`config.mk`:
```
export PLATFORM = sky130hd
export DESIGN_NAME = brp_update_sched_flat
export DESIGN_NICKNAME = d
export VERILOG_FILES = /design/src/rtl/brp_update_sched_pkg.sv /design/src/rtl/brp_update_sched_if.sv /design/src/rtl/brp_update_sched_fifo.sv /design/src/rtl/brp_update_sched.sv /design/src/flat_wrapper.sv
export SDC_FILE = /design/constraint.sdc
export NUM_CORES = 1
export LEC_CHECK = 0
export ABC_CLOCK_PERIOD_IN_PS = 2730
export CAP_MARGIN = 20
export CORE_UTILIZATION = 48
export CTS_CLUSTER_SIZE = 24
export DETAILED_ROUTE_END_ITERATION = 8
export PLACE_DENSITY = 0.82
export RECOVER_POWER = 100
export SLEW_MARGIN = 0
export SYNTH_ARGS = -nofsm -noshare
export SYNTH_HDL_FRONTEND = slang
export SYNTH_SLANG_ARGS = --single-unit
```
`constraint.sdc`:
```
create_clock -name clk -period 2.73 [get_ports clk]
set_input_delay 0.273 -clock clk [delete_from_list [all_inputs] [get_ports clk]]
set_output_delay 0.273 -clock clk [all_outputs]
set_load 0.01 [all_outputs]
```
`src/rtl/brp_update_sched_pkg.sv`:
```
// Shared types for the bimodal predictor update scheduler: queued update record,
// scheduler states and the 2-bit saturating counter rule.
package rv32i_types;

    localparam int BRP_PHT_IDX_W = 6;

    typedef struct packed {
        logic [BRP_PHT_IDX_W-1:0] idx;
        logic                     taken;
    } brp_update_t;

    typedef enum logic [1:0] {
        SCHED_INIT,
        SCHED_IDLE,
        SCHED_RD,
        SCHED_WR
    } brp_sched_state_e;

    function automatic logic [1:0] ctr_update(input logic [1:0] ctr, input logic taken);
        if (taken) begin
            return (ctr == 2'b11) ? ctr : ctr + 2'b01;
        end
        return (ctr == 2'b00) ? ctr : ctr - 2'b01;
    endfunction

endpackage

```
`src/rtl/brp_update_sched_if.sv`:
```
// Single-port PHT access bundle; the scheduler is master, the counter RAM is slave.
interface brp_update_sched_if #(
    parameter int IDX_W = rv32i_types::BRP_PHT_IDX_W
);
    logic             pht_en;
    logic             pht_we;
    logic [IDX_W-1:0] pht_addr;
    logic [1:0]       pht_wdata;
    logic [1:0]       pht_rdata;

    modport master (output pht_en, pht_we, pht_addr, pht_wdata, input pht_rdata);
    modport slave  (input pht_en, pht_we, pht_addr, pht_wdata, output pht_rdata);
endinterface

```
`src/rtl/brp_update_sched_fifo.sv`:
```
// In-order queue of resolved branches awaiting a read-modify-write of the PHT.
module brp_fifo #(
    parameter int WIDTH = 7,
    parameter int DEPTH = 4
) (
    input  logic             clk,
    input  logic             rst,
    input  logic             push,
    input  logic             pop,
    input  logic [WIDTH-1:0] wdata,
    output logic [WIDTH-1:0] rdata,
    output logic             empty,
    output logic             full
);
    localparam int PTR_W = $clog2(DEPTH);

    logic [WIDTH-1:0] mem [DEPTH];
    logic [PTR_W-1:0] wr_ptr;
    logic [PTR_W-1:0] rd_ptr;
    logic [PTR_W:0]   count;

    assign empty = (count == '0);
    assign full  = (count == (PTR_W+1)'(DEPTH));
    assign rdata = mem[rd_ptr];

    always_ff @(posedge clk) begin
        if (push) begin
            mem[wr_ptr] <= wdata;
        end
    end

    always_ff @(posedge clk) begin
        if (rst) begin
            wr_ptr <= '0;
            rd_ptr <= '0;
            count  <= '0;
        end else begin
            if (push) begin
                wr_ptr <= wr_ptr + 1'b1;
            end
            if (pop) begin
                rd_ptr <= rd_ptr + 1'b1;
            end
            case ({push, pop})
                2'b10:   count <= count + 1'b1;
                2'b01:   count <= count - 1'b1;
                default: count <= count;
            endcase
        end
    end
endmodule

```
`src/rtl/brp_update_sched.sv`:
```
// Arbitrates the single-port PHT between IF lookups (always first) and queued
// counter updates from EX, after an initial sweep that sets every counter to 01.
module brp_update_sched
    import rv32i_types::*;
#(
    parameter int PHT_IDX_W  = BRP_PHT_IDX_W,
    parameter int FIFO_DEPTH = 4
) (
    input  logic                 clk,
    input  logic                 rst,
    input  logic                 lookup_req,
    input  logic [31:0]          lookup_pc,
    output logic                 lookup_grant,
    output logic                 pred_valid,
    output logic                 pred_taken,
    input  logic                 res_valid,
    input  logic [31:0]          res_pc,
    input  logic                 res_taken,
    input  logic                 res_prediction,
    output logic                 res_ready,
    brp_update_sched_if.master   pht,
    output logic                 init_done,
    output logic [31:0]          c_total,
    output logic [31:0]          c_correct
);
    brp_sched_state_e       state, state_n;
    logic [PHT_IDX_W-1:0]   sweep_idx;
    logic [1:0]             ctr_q;
    logic [PHT_IDX_W-1:0]   lookup_idx;
    logic [PHT_IDX_W-1:0]   res_idx;
    logic [PHT_IDX_W:0]     head;
    logic [PHT_IDX_W-1:0]   head_idx;
    logic                   head_taken;
    logic                   fifo_empty;
    logic                   fifo_full;
    logic                   push;
    logic                   pop;
    logic                   unused_pc_bits;

    assign lookup_idx     = lookup_pc[PHT_IDX_W+1:2];
    assign res_idx        = res_pc[PHT_IDX_W+1:2];
    assign unused_pc_bits = ^{lookup_pc[31:PHT_IDX_W+2], lookup_pc[1:0],
                              res_pc[31:PHT_IDX_W+2], res_pc[1:0]};
    assign head_idx       = head[PHT_IDX_W:1];
    assign head_taken     = head[0];

    assign init_done  = (state != SCHED_INIT);
    assign res_ready  = (state != SCHED_INIT) && !fifo_full;
    assign push       = res_valid && res_ready;
    assign pred_taken = pred_valid & pht.pht_rdata[1];

    brp_fifo #(
        .WIDTH (PHT_IDX_W + 1),
        .DEPTH (FIFO_DEPTH)
    ) u_fifo (
        .clk   (clk),
        .rst   (rst),
        .push  (push),
        .pop   (pop),
        .wdata ({res_idx, res_taken}),
        .rdata (head),
        .empty (fifo_empty),
        .full  (fifo_full)
    );

    always_ff @(posedge clk) begin
        if (rst) begin
            state      <= SCHED_INIT;
            sweep_idx  <= '0;
            ctr_q      <= 2'b00;
            pred_valid <= 1'b0;
            c_total    <= '0;
            c_correct  <= '0;
        end else begin
            state      <= state_n;
            pred_valid <= lookup_grant;
            if (state == SCHED_INIT) begin
                sweep_idx <= sweep_idx + 1'b1;
            end
            if (state == SCHED_RD) begin
                ctr_q <= pht.pht_rdata;
            end
            if (push) begin
                c_total <= c_total + 32'd1;
                if (res_prediction == res_taken) begin
                    c_correct <= c_correct + 32'd1;
                end
            end
        end
    end

    // The update path only owns the port when no lookup wants it; a lookup
    // overrides whatever the update state would have driven this cycle.
    always_comb begin
        state_n       = state;
        lookup_grant  = 1'b0;
        pop           = 1'b0;
        pht.pht_en    = 1'b0;
        pht.pht_we    = 1'b0;
        pht.pht_addr  = '0;
        pht.pht_wdata = 2'b00;
        case (state)
            SCHED_INIT: begin
                pht.pht_en    = 1'b1;
                pht.pht_we    = 1'b1;
                pht.pht_addr  = sweep_idx;
                pht.pht_wdata = 2'b01;
                if (sweep_idx == '1) begin
                    state_n = SCHED_IDLE;
                end
            end
            SCHED_IDLE: begin
                if (!lookup_req && !fifo_empty) begin
                    pht.pht_en   = 1'b1;
                    pht.pht_addr = head_idx;
                    state_n      = SCHED_RD;
                end
            end
            SCHED_RD: begin
                state_n = SCHED_WR;
            end
            SCHED_WR: begin
                if (!lookup_req) begin
                    pht.pht_en    = 1'b1;
                    pht.pht_we    = 1'b1;
                    pht.pht_addr  = head_idx;
                    pht.pht_wdata = ctr_update(ctr_q, head_taken);
                    pop           = 1'b1;
                    state_n       = SCHED_IDLE;
                end
            end
            default: begin
                state_n = SCHED_INIT;
            end
        endcase
        if (state != SCHED_INIT && lookup_req) begin
            lookup_grant  = 1'b1;
            pht.pht_en    = 1'b1;
            pht.pht_we    = 1'b0;
            pht.pht_addr  = lookup_idx;
            pht.pht_wdata = 2'b00;
        end
    end
endmodule

```
`src/flat_wrapper.sv`:
```
// flat-port wrapper written by rule: the top's interface ports become plain ports
module brp_update_sched_flat import rv32i_types::*;
#(
    parameter int PHT_IDX_W  = BRP_PHT_IDX_W,
    parameter int FIFO_DEPTH = 4
)
  (clk, rst, lookup_req, lookup_pc, lookup_grant, pred_valid, pred_taken, res_valid, res_pc, res_taken, res_prediction, res_ready, init_done, c_total, c_correct, pht_pht_en, pht_pht_we, pht_pht_addr, pht_pht_wdata, pht_pht_rdata);
  brp_update_sched_if #(.IDX_W((6))) pht_i ();
  input  logic clk;
  input  logic rst;
  input  logic lookup_req;
  input  logic [31:0] lookup_pc;
  output logic lookup_grant;
  output logic pred_valid;
  output logic pred_taken;
  input  logic res_valid;
  input  logic [31:0] res_pc;
  input  logic res_taken;
  input  logic res_prediction;
  output logic res_ready;
  output logic init_done;
  output logic [31:0] c_total;
  output logic [31:0] c_correct;
  output wire logic [$bits(pht_i.pht_en)-1:0] pht_pht_en;
  output wire logic [$bits(pht_i.pht_we)-1:0] pht_pht_we;
  output wire logic [$bits(pht_i.pht_addr)-1:0] pht_pht_addr;
  output wire logic [$bits(pht_i.pht_wdata)-1:0] pht_pht_wdata;
  input wire logic [$bits(pht_i.pht_rdata)-1:0] pht_pht_rdata;
  assign pht_pht_en = pht_i.pht_en;
  assign pht_pht_we = pht_i.pht_we;
  assign pht_pht_addr = pht_i.pht_addr;
  assign pht_pht_wdata = pht_i.pht_wdata;
  assign pht_i.pht_rdata = pht_pht_rdata;
  brp_update_sched #(.PHT_IDX_W(PHT_IDX_W), .FIFO_DEPTH(FIFO_DEPTH)) u_core (.clk(clk), .rst(rst), .lookup_req(lookup_req), .lookup_pc(lookup_pc), .lookup_grant(lookup_grant), .pred_valid(pred_valid), .pred_taken(pred_taken), .res_valid(res_valid), .res_pc(res_pc), .res_taken(res_taken), .res_prediction(res_prediction), .res_ready(res_ready), .pht(pht_i), .init_done(init_done), .c_total(c_total), .c_correct(c_correct));
endmodule
```
---- Yosys cells after proc, flatten, opt, wreduce, memory -nomap -nowiden ----
Memories as Yosys holds them, arrays and structs flattened. A register that Yosys moved wholly into a read port is not among the register bits.
Index checks and enable logic that the tools add are counted.
word-level totals
  input bits .............................. 72
  register bits ........................... 82
  RAM bits ................................ 28
  output and inout bits ................... 79
  word-level logic and storage cells ...... 77
  memories ................................ 1
memories
  memory             depth  bits a word  read ports  clocked after Yosys merged registers in  wr ports  line                         source
  u_core.u_fifo.mem  4      7            1           1                                        1         brp_update_sched_fifo.sv:17  logic [WIDTH-1:0] mem [DEPTH];
operators by class
  bitwise gates (word level) .............. 1
  $add $sub $neg .......................... 9
  equality and inequality tests ........... 12
  mux-type cells .......................... 31
  reductions and logical operators ........ 14
operators with widths
  cell                                              count
  adder 32 x 1 -> 32 bit, second input constant     2
  2-to-1 mux 2 bit                                  11
  2-to-1 mux 6 bit                                  3
  one-hot mux 6 bit (3 select lines)                1
  2-to-1 mux 1 bit                                  11
  == test 2 bit, second input constant              4
  one-hot mux 2 bit (4 select lines)                1
  adder 2 x 1 -> 2 bit, second input constant       3
  adder 6 x 1 -> 6 bit, second input constant       1
  == test 6 bit, second input constant              1
  one-hot mux 3 bit (2 select lines)                1
  == test 2 x 1 -> 1 bit, second input constant     2
  logical AND 1 bit                                 4
  logical NOT 2 bit                                 2
  != test 2 bit, second input constant              2
  one-hot mux 2 bit (2 select lines)                1
  nonzero test 2 bit                                2
  adder 3 x 1 -> 3 bit, second input constant       1
  == test 3 bit, second input constant              1
  logical NOT 1 bit                                 3
  logical NOT 3 bit                                 1
  one-hot mux 1 bit (3 select lines)                1
  AND reduction 3 bit                               1
  subtractor 3 x 1 -> 3 bit, second input constant  1
  6 further kinds                                   6

---- Depth between registers and ports, before layout ----
  word-level depth ........................ 7
  gate-level depth with buffers ........... 11
  mapped depth without buffers ............ 11

---- By module ----
From an unflattened synthesis, not the netlist that was laid out.
unflattened totals
  cells, all modules ...................... 551
  area total of the unflattened synthesis .. 5,288.8 µm²
by module, submodules not included
  module            times used  area each (µm²)  cells each  sequential area each (µm²)
  brp_update_sched  1           3,841.2          467         1,501.4
  brp_fifo          1           1,447.6          84          1,021.0

---- Least setup slack after synthesis ----
Ideal clock, no wire load.
  kind .................................... flip-flop to flip-flop
  from .................................... register u_core.state[0]
  to ...................................... register u_core.u_fifo.count[2]
  setup time .............................. 0.070 ns
  arrival time ............................ 2.289 ns
  setup slack ............................. 0.370 ns
  period minus slack after synthesis ...... 2.360 ns
  buffers on the path ..................... 1
  data required time ...................... 2.660 ns
  cell stages (with the launch flop) ...... 10
  path through ............................ dfxtp_1 > ha_1 > clkbuf_1 > nor2b_1 > ha_1 > inv_1 > fa_1 > xor2_1 > or3_1 > a21oi_1
on the way
  elaborated cells on any way between the ends .. 9
  classes of those cells .................. eq/ne (3); mux (2); reduce/logical (4)
RTL lines
  element                                                                          line                         source
  start: declaration                                                               brp_update_sched.sv:26       brp_sched_state_e state, state_n;
  start signal: assignment                                                         brp_update_sched.sv:75       state <= state_n;
  == test 2 bit (*)                                                                n/a
  2-to-1 mux 1 bit (*)                                                             brp_update_sched.sv:102      case (state)
  net u_core.pop                                                                   brp_update_sched.sv:37       logic pop;
  == test 2 x 1 -> 1 bit / == test 2 bit (equally long branches)                   brp_update_sched_fifo.sv:44  case ({push, pop})
  one-hot mux 3 bit (2 select lines) / nonzero test 2 bit (equally long branches)  n/a
  end signal: assignment                                                           brp_update_sched_fifo.sv:45  2'b10: count <= count + 1'b1;
  end signal: assignment                                                           brp_update_sched_fifo.sv:46  2'b01: count <= count - 1'b1;
  end signal: assignment                                                           brp_update_sched_fifo.sv:47  default: count <= count;
  end: declaration                                                                 brp_update_sched_fifo.sv:20  logic [PTR_W:0] count;
The timed path passes the listed nets; every way through them passes the cells marked *.
A chain may end at the register's enable or synchronous reset.

==> results by group <==
Run status
  – Status: finished, final reports clean

Flow run
  – # Max-Cap Violations: 0

Min path
  – Worst min-delay path class: reg -> reg

Power
  – Part of the power in combinational logic: 9.3%
  – Power, Total: 0.00300 W
  – Net Sw Frac: 24.9%
  – Int Power: 0.00225 W
  – Flop pwr share: 58.6%
  – Pwr per Cell Area: 448 nW/um^2
  – Cell leakage power: 2.44 nW
  – Peak VDD IR: 0.000252 V
  – Net Sw Power: 0.000747 W
  – Clock power frac: 32.1%

Worst setup path
  – Reg-to-Reg End: u_core.c_correct[31]
  – R2R depth: 4
  – Setup crit start kind: flop
  – R2R setup slack: 0.23 ns
  – Delay of the slowest critical-path stage: 0.53 ns
  – CP Class: reg -> out
  – Slowest-stage cell, CP: mux4_2
  – Reg2Reg Launch Point: u_core.c_correct[8]
  – Worst path arrival time: 2.31 ns
  – Worst setup path endpoint: pht_pht_wdata[1]
  – CP required: 2.46 ns
  – CP max FO: 2
  – Crit path capture type: primary output
  – Cell Chain, Critical Path: mux4_2, maj3_1, and3b_1, clkdlybuf4s50_1
  – Crit path from: u_core.u_fifo.mem[3][0]

Die
  – Die ar.: 11,600 um^2
  – Die Span Y: 108 um
  – Initial Util: 49.4%
  – Row cnt: 38
  – Io pins: 151
  – Floorplan die width: 108 um
  – Core Box Area: 10,800 um^2

Finish
  – Finished Cell Area: 6690 um^2
  – Fin util: 61.7%
  – Synth-to-Final Area Change: 24.9%
  – Share of layout cells above drive strength 1: 9.20%
  – Final net count: 734
  – Diode count: 0
  – Filler cells: 916

STA
  – Slew @ Worst Pin: 0.932 ns
  – Normalized max-slew margin: 37.9%
  – Clock Skew: 0.0127 ns
  – Pins Over Slew Limit: 0
  – Final hold vios: 0
  – Final period util: 94.7%
  – Worst setup margin: 0.145 ns
  – Fmax: 387 MHz
  – Final setup fails: 0
  – Minimum clock period: 2.59 ns
  – Setup TNS: 0 ns
  – Unrepaired setup endpoints after global routing: no

Synthesis
  – Yosys reg bits: 112
  – Asr flop ratio synth: 0%
  – Main synth FF type: dfxtp_1
  – Mapped cell area: 5360 um^2
  – Syn Inst Count: 553
  – Post-synth EDFFs: 28
  – Syn_nets: 640
  – Synth warn: 0
  – Distinct cells, synth: 42
  – Avg Cell Area, Syn: 9.69 um^2
  – Sequential fraction of the synthesis area: 47.1%

Placement
  – Final GP Congestion: 0.789
  – Post-DP Area: 6490 um^2
  – Hpwl dp: 8.64 mm
  – DP Worst Slack: 0.169 ns
  – Port buffer count: 98

Clocking
  – Max Root-Sink Buffers: 2
  – Hold-fix buffers, CTS: 0
  – Clock sinks: 112
  – H-Tree Depth: 3
  – TritonCTS clock tree: yes
  – CTS clk-pin slew, worst paths: 0.11 ns
  – Root buffer cell: clkbuf_8
  – Clock Latency Late Sink: 0.37 ns
  – CTS Buf Count: 9

Global routing
  – Initial antenna violation count: 0
  – Total Routing Usage GR: 22.0%
  – Pin count of the biggest net entering global routing: 55
  – Vias in the first global route: 4,240
  – Global route overflow: 0
  – First-pass GRT wire length: 20.5 mm

Routing
  – Initial drt markers: 270
  – DRC violations left: 0
  – DR vias/cell: 5.79
  – Remaining antenna violation count after routing: 0
  – Total iterations of the first detailed-routing run: 4
  – Routed WL per cell: 15.6 um
  – Vias: 4,586
  – Total routed wirelength: 12.3 mm
==> worst max-delay path, delay by kind of cell (launching register included) <==
family | cells | cell delay, ns
buffers and inverters | 1 | 0.48
DFF | 1 | 0.37
muxes | 1 | 0.53
adders and majority gates | 1 | 0.37
and+or+nand+nor | 1 | 0.19
==> repair_timing <==
item,4_1_cts,5_1_grt
buffers inserted,0,1
setup endpoints to repair,6,11
gates resized for setup,2,6
==> Yosys cell counts, drive strengths merged, types with 5 or more instances <==
cell type	number	share of area, %
edfxtp	28	16
o21ai	23	2.1
mux4	7	2.9
xnor2	10	1.6
ha	14	3.3
mux2	10	2.1
or4	34	4.8
nand4	20	2.6
mux2i	5	0.93
nand2	25	1.8
o31ai	30	4.2
buf	10	1.1
and4	7	1.1
inv	20	1.4
xor2	9	1.5
nor2b	11	1.3
o211a	6	1.1
or3	17	2.0
clkbuf	23	1.6
nor4	11	1.3
and3	6	0.70
nand3	22	2.1
dfxtp	84	31
nor2	42	2.9
a21oi	57	5.3
==> cell usage in the layout, fill, tap and decap left out, types with 11 or more instances in the layout <==
cell type        instances
a21oi_1                 57
nand4_1                 18
dfxtp_1                 81
edfxtp_1                28
or3_1                   17
nor2b_1                 11
nor2_1                  41
clkdlybuf4s50_1         19
o31ai_1                 30
dlygate4sd3_1           76
nand3_1                 22
or4_1                   34
nor4_1                  11
o21ai_0                 23
buf_4                   14
nand2_1                 25
ha_1                    14
inv_1                   20
==> registers in the layout, summed over array words and instances, names as in the netlist, named ones only <==
register / count
u_core.state: 2
u_core.ctr_q: 2
u_core.u_fifo.count: 3
u_core.u_fifo.mem: 28
u_core.pred_valid: 1
u_core.c_total: 32
u_core.sweep_idx: 6
u_core.u_fifo.wr_ptr: 2
u_core.u_fifo.rd_ptr: 2
u_core.c_correct: 32
==> metal layers <==
metal | GRT usage, % | share of wire (%)
met4 | 6.46 | 1.4
met1 | 29.7 | 46
met3 | 3.63 | 5.1
met2 | 36.3 | 48
met5 | 0 | 0
==> power groups by stage <==
stage | clock (W) | sequential (W) | combinational (W)
CTS | 0.000988 | 0.00176 | 0.000285
global placement | 0 | 0.00179 | 0.000272
global route | 0.00104 | 0.00176 | 0.000305
detailed placement | 0 | 0.00179 | 0.000281
floorplan | 0 | 0.00179 | 0.000147
finish | 0.000964 | 0.00176 | 0.000278
==> how the worst min path moves through the flow <==
stage | depth (start not counted) | slack (ns) | start | endpoint
6_report | 2 | 0.50 | u_core.c_correct[15] | u_core.c_correct[15]
5_1_grt | 2 | 0.53 | u_core.c_correct[15] | u_core.c_correct[15]
4_1_cts | 2 | 0.50 | u_core.c_correct[15] | u_core.c_correct[15]
3_5_place_dp | 2 | 0.49 | u_core.c_correct[15] | u_core.c_correct[15]
3_3_place_gp | 2 | 0.47 | u_core.c_correct[23] | u_core.c_correct[23]
2_1_floorplan | 0 | 0.37 | res_taken | u_core.u_fifo.mem[0][0]
==> kinds of logic after synthesis <==
| group | share of synthesized area (%) |
|---|---|
| fa+ha+maj | 4.02 |
| compound gates | 13.5 |
| mux | 5.98 |
| xor+xnor | 3.11 |
| flops | 47.1 |
| simple gates | 22.1 |
| buf+inv | 4.20 |
==> final cells by class <==
class	count	area, um^2	area share [%]
Multi-Input combinational cell	387	2620	39.2
Sequential cell	112	2530	37.8
Timing Repair Buffer	116	1100	16.4
Tap cell	140	175	2.62
Clock buffer	10	149	2.23
Inverter	21	78.8	1.18
Clock inverter	6	41.3	0.617
==> stage by stage <==
stage,cells,hold WS [ns]
floorplan,553,0.372
global placement,775,0.473
detailed placement,775,0.487
CTS,791,0.503
global route,792,0.527
finish,792,0.499
(Power assumes the default switching activity.)
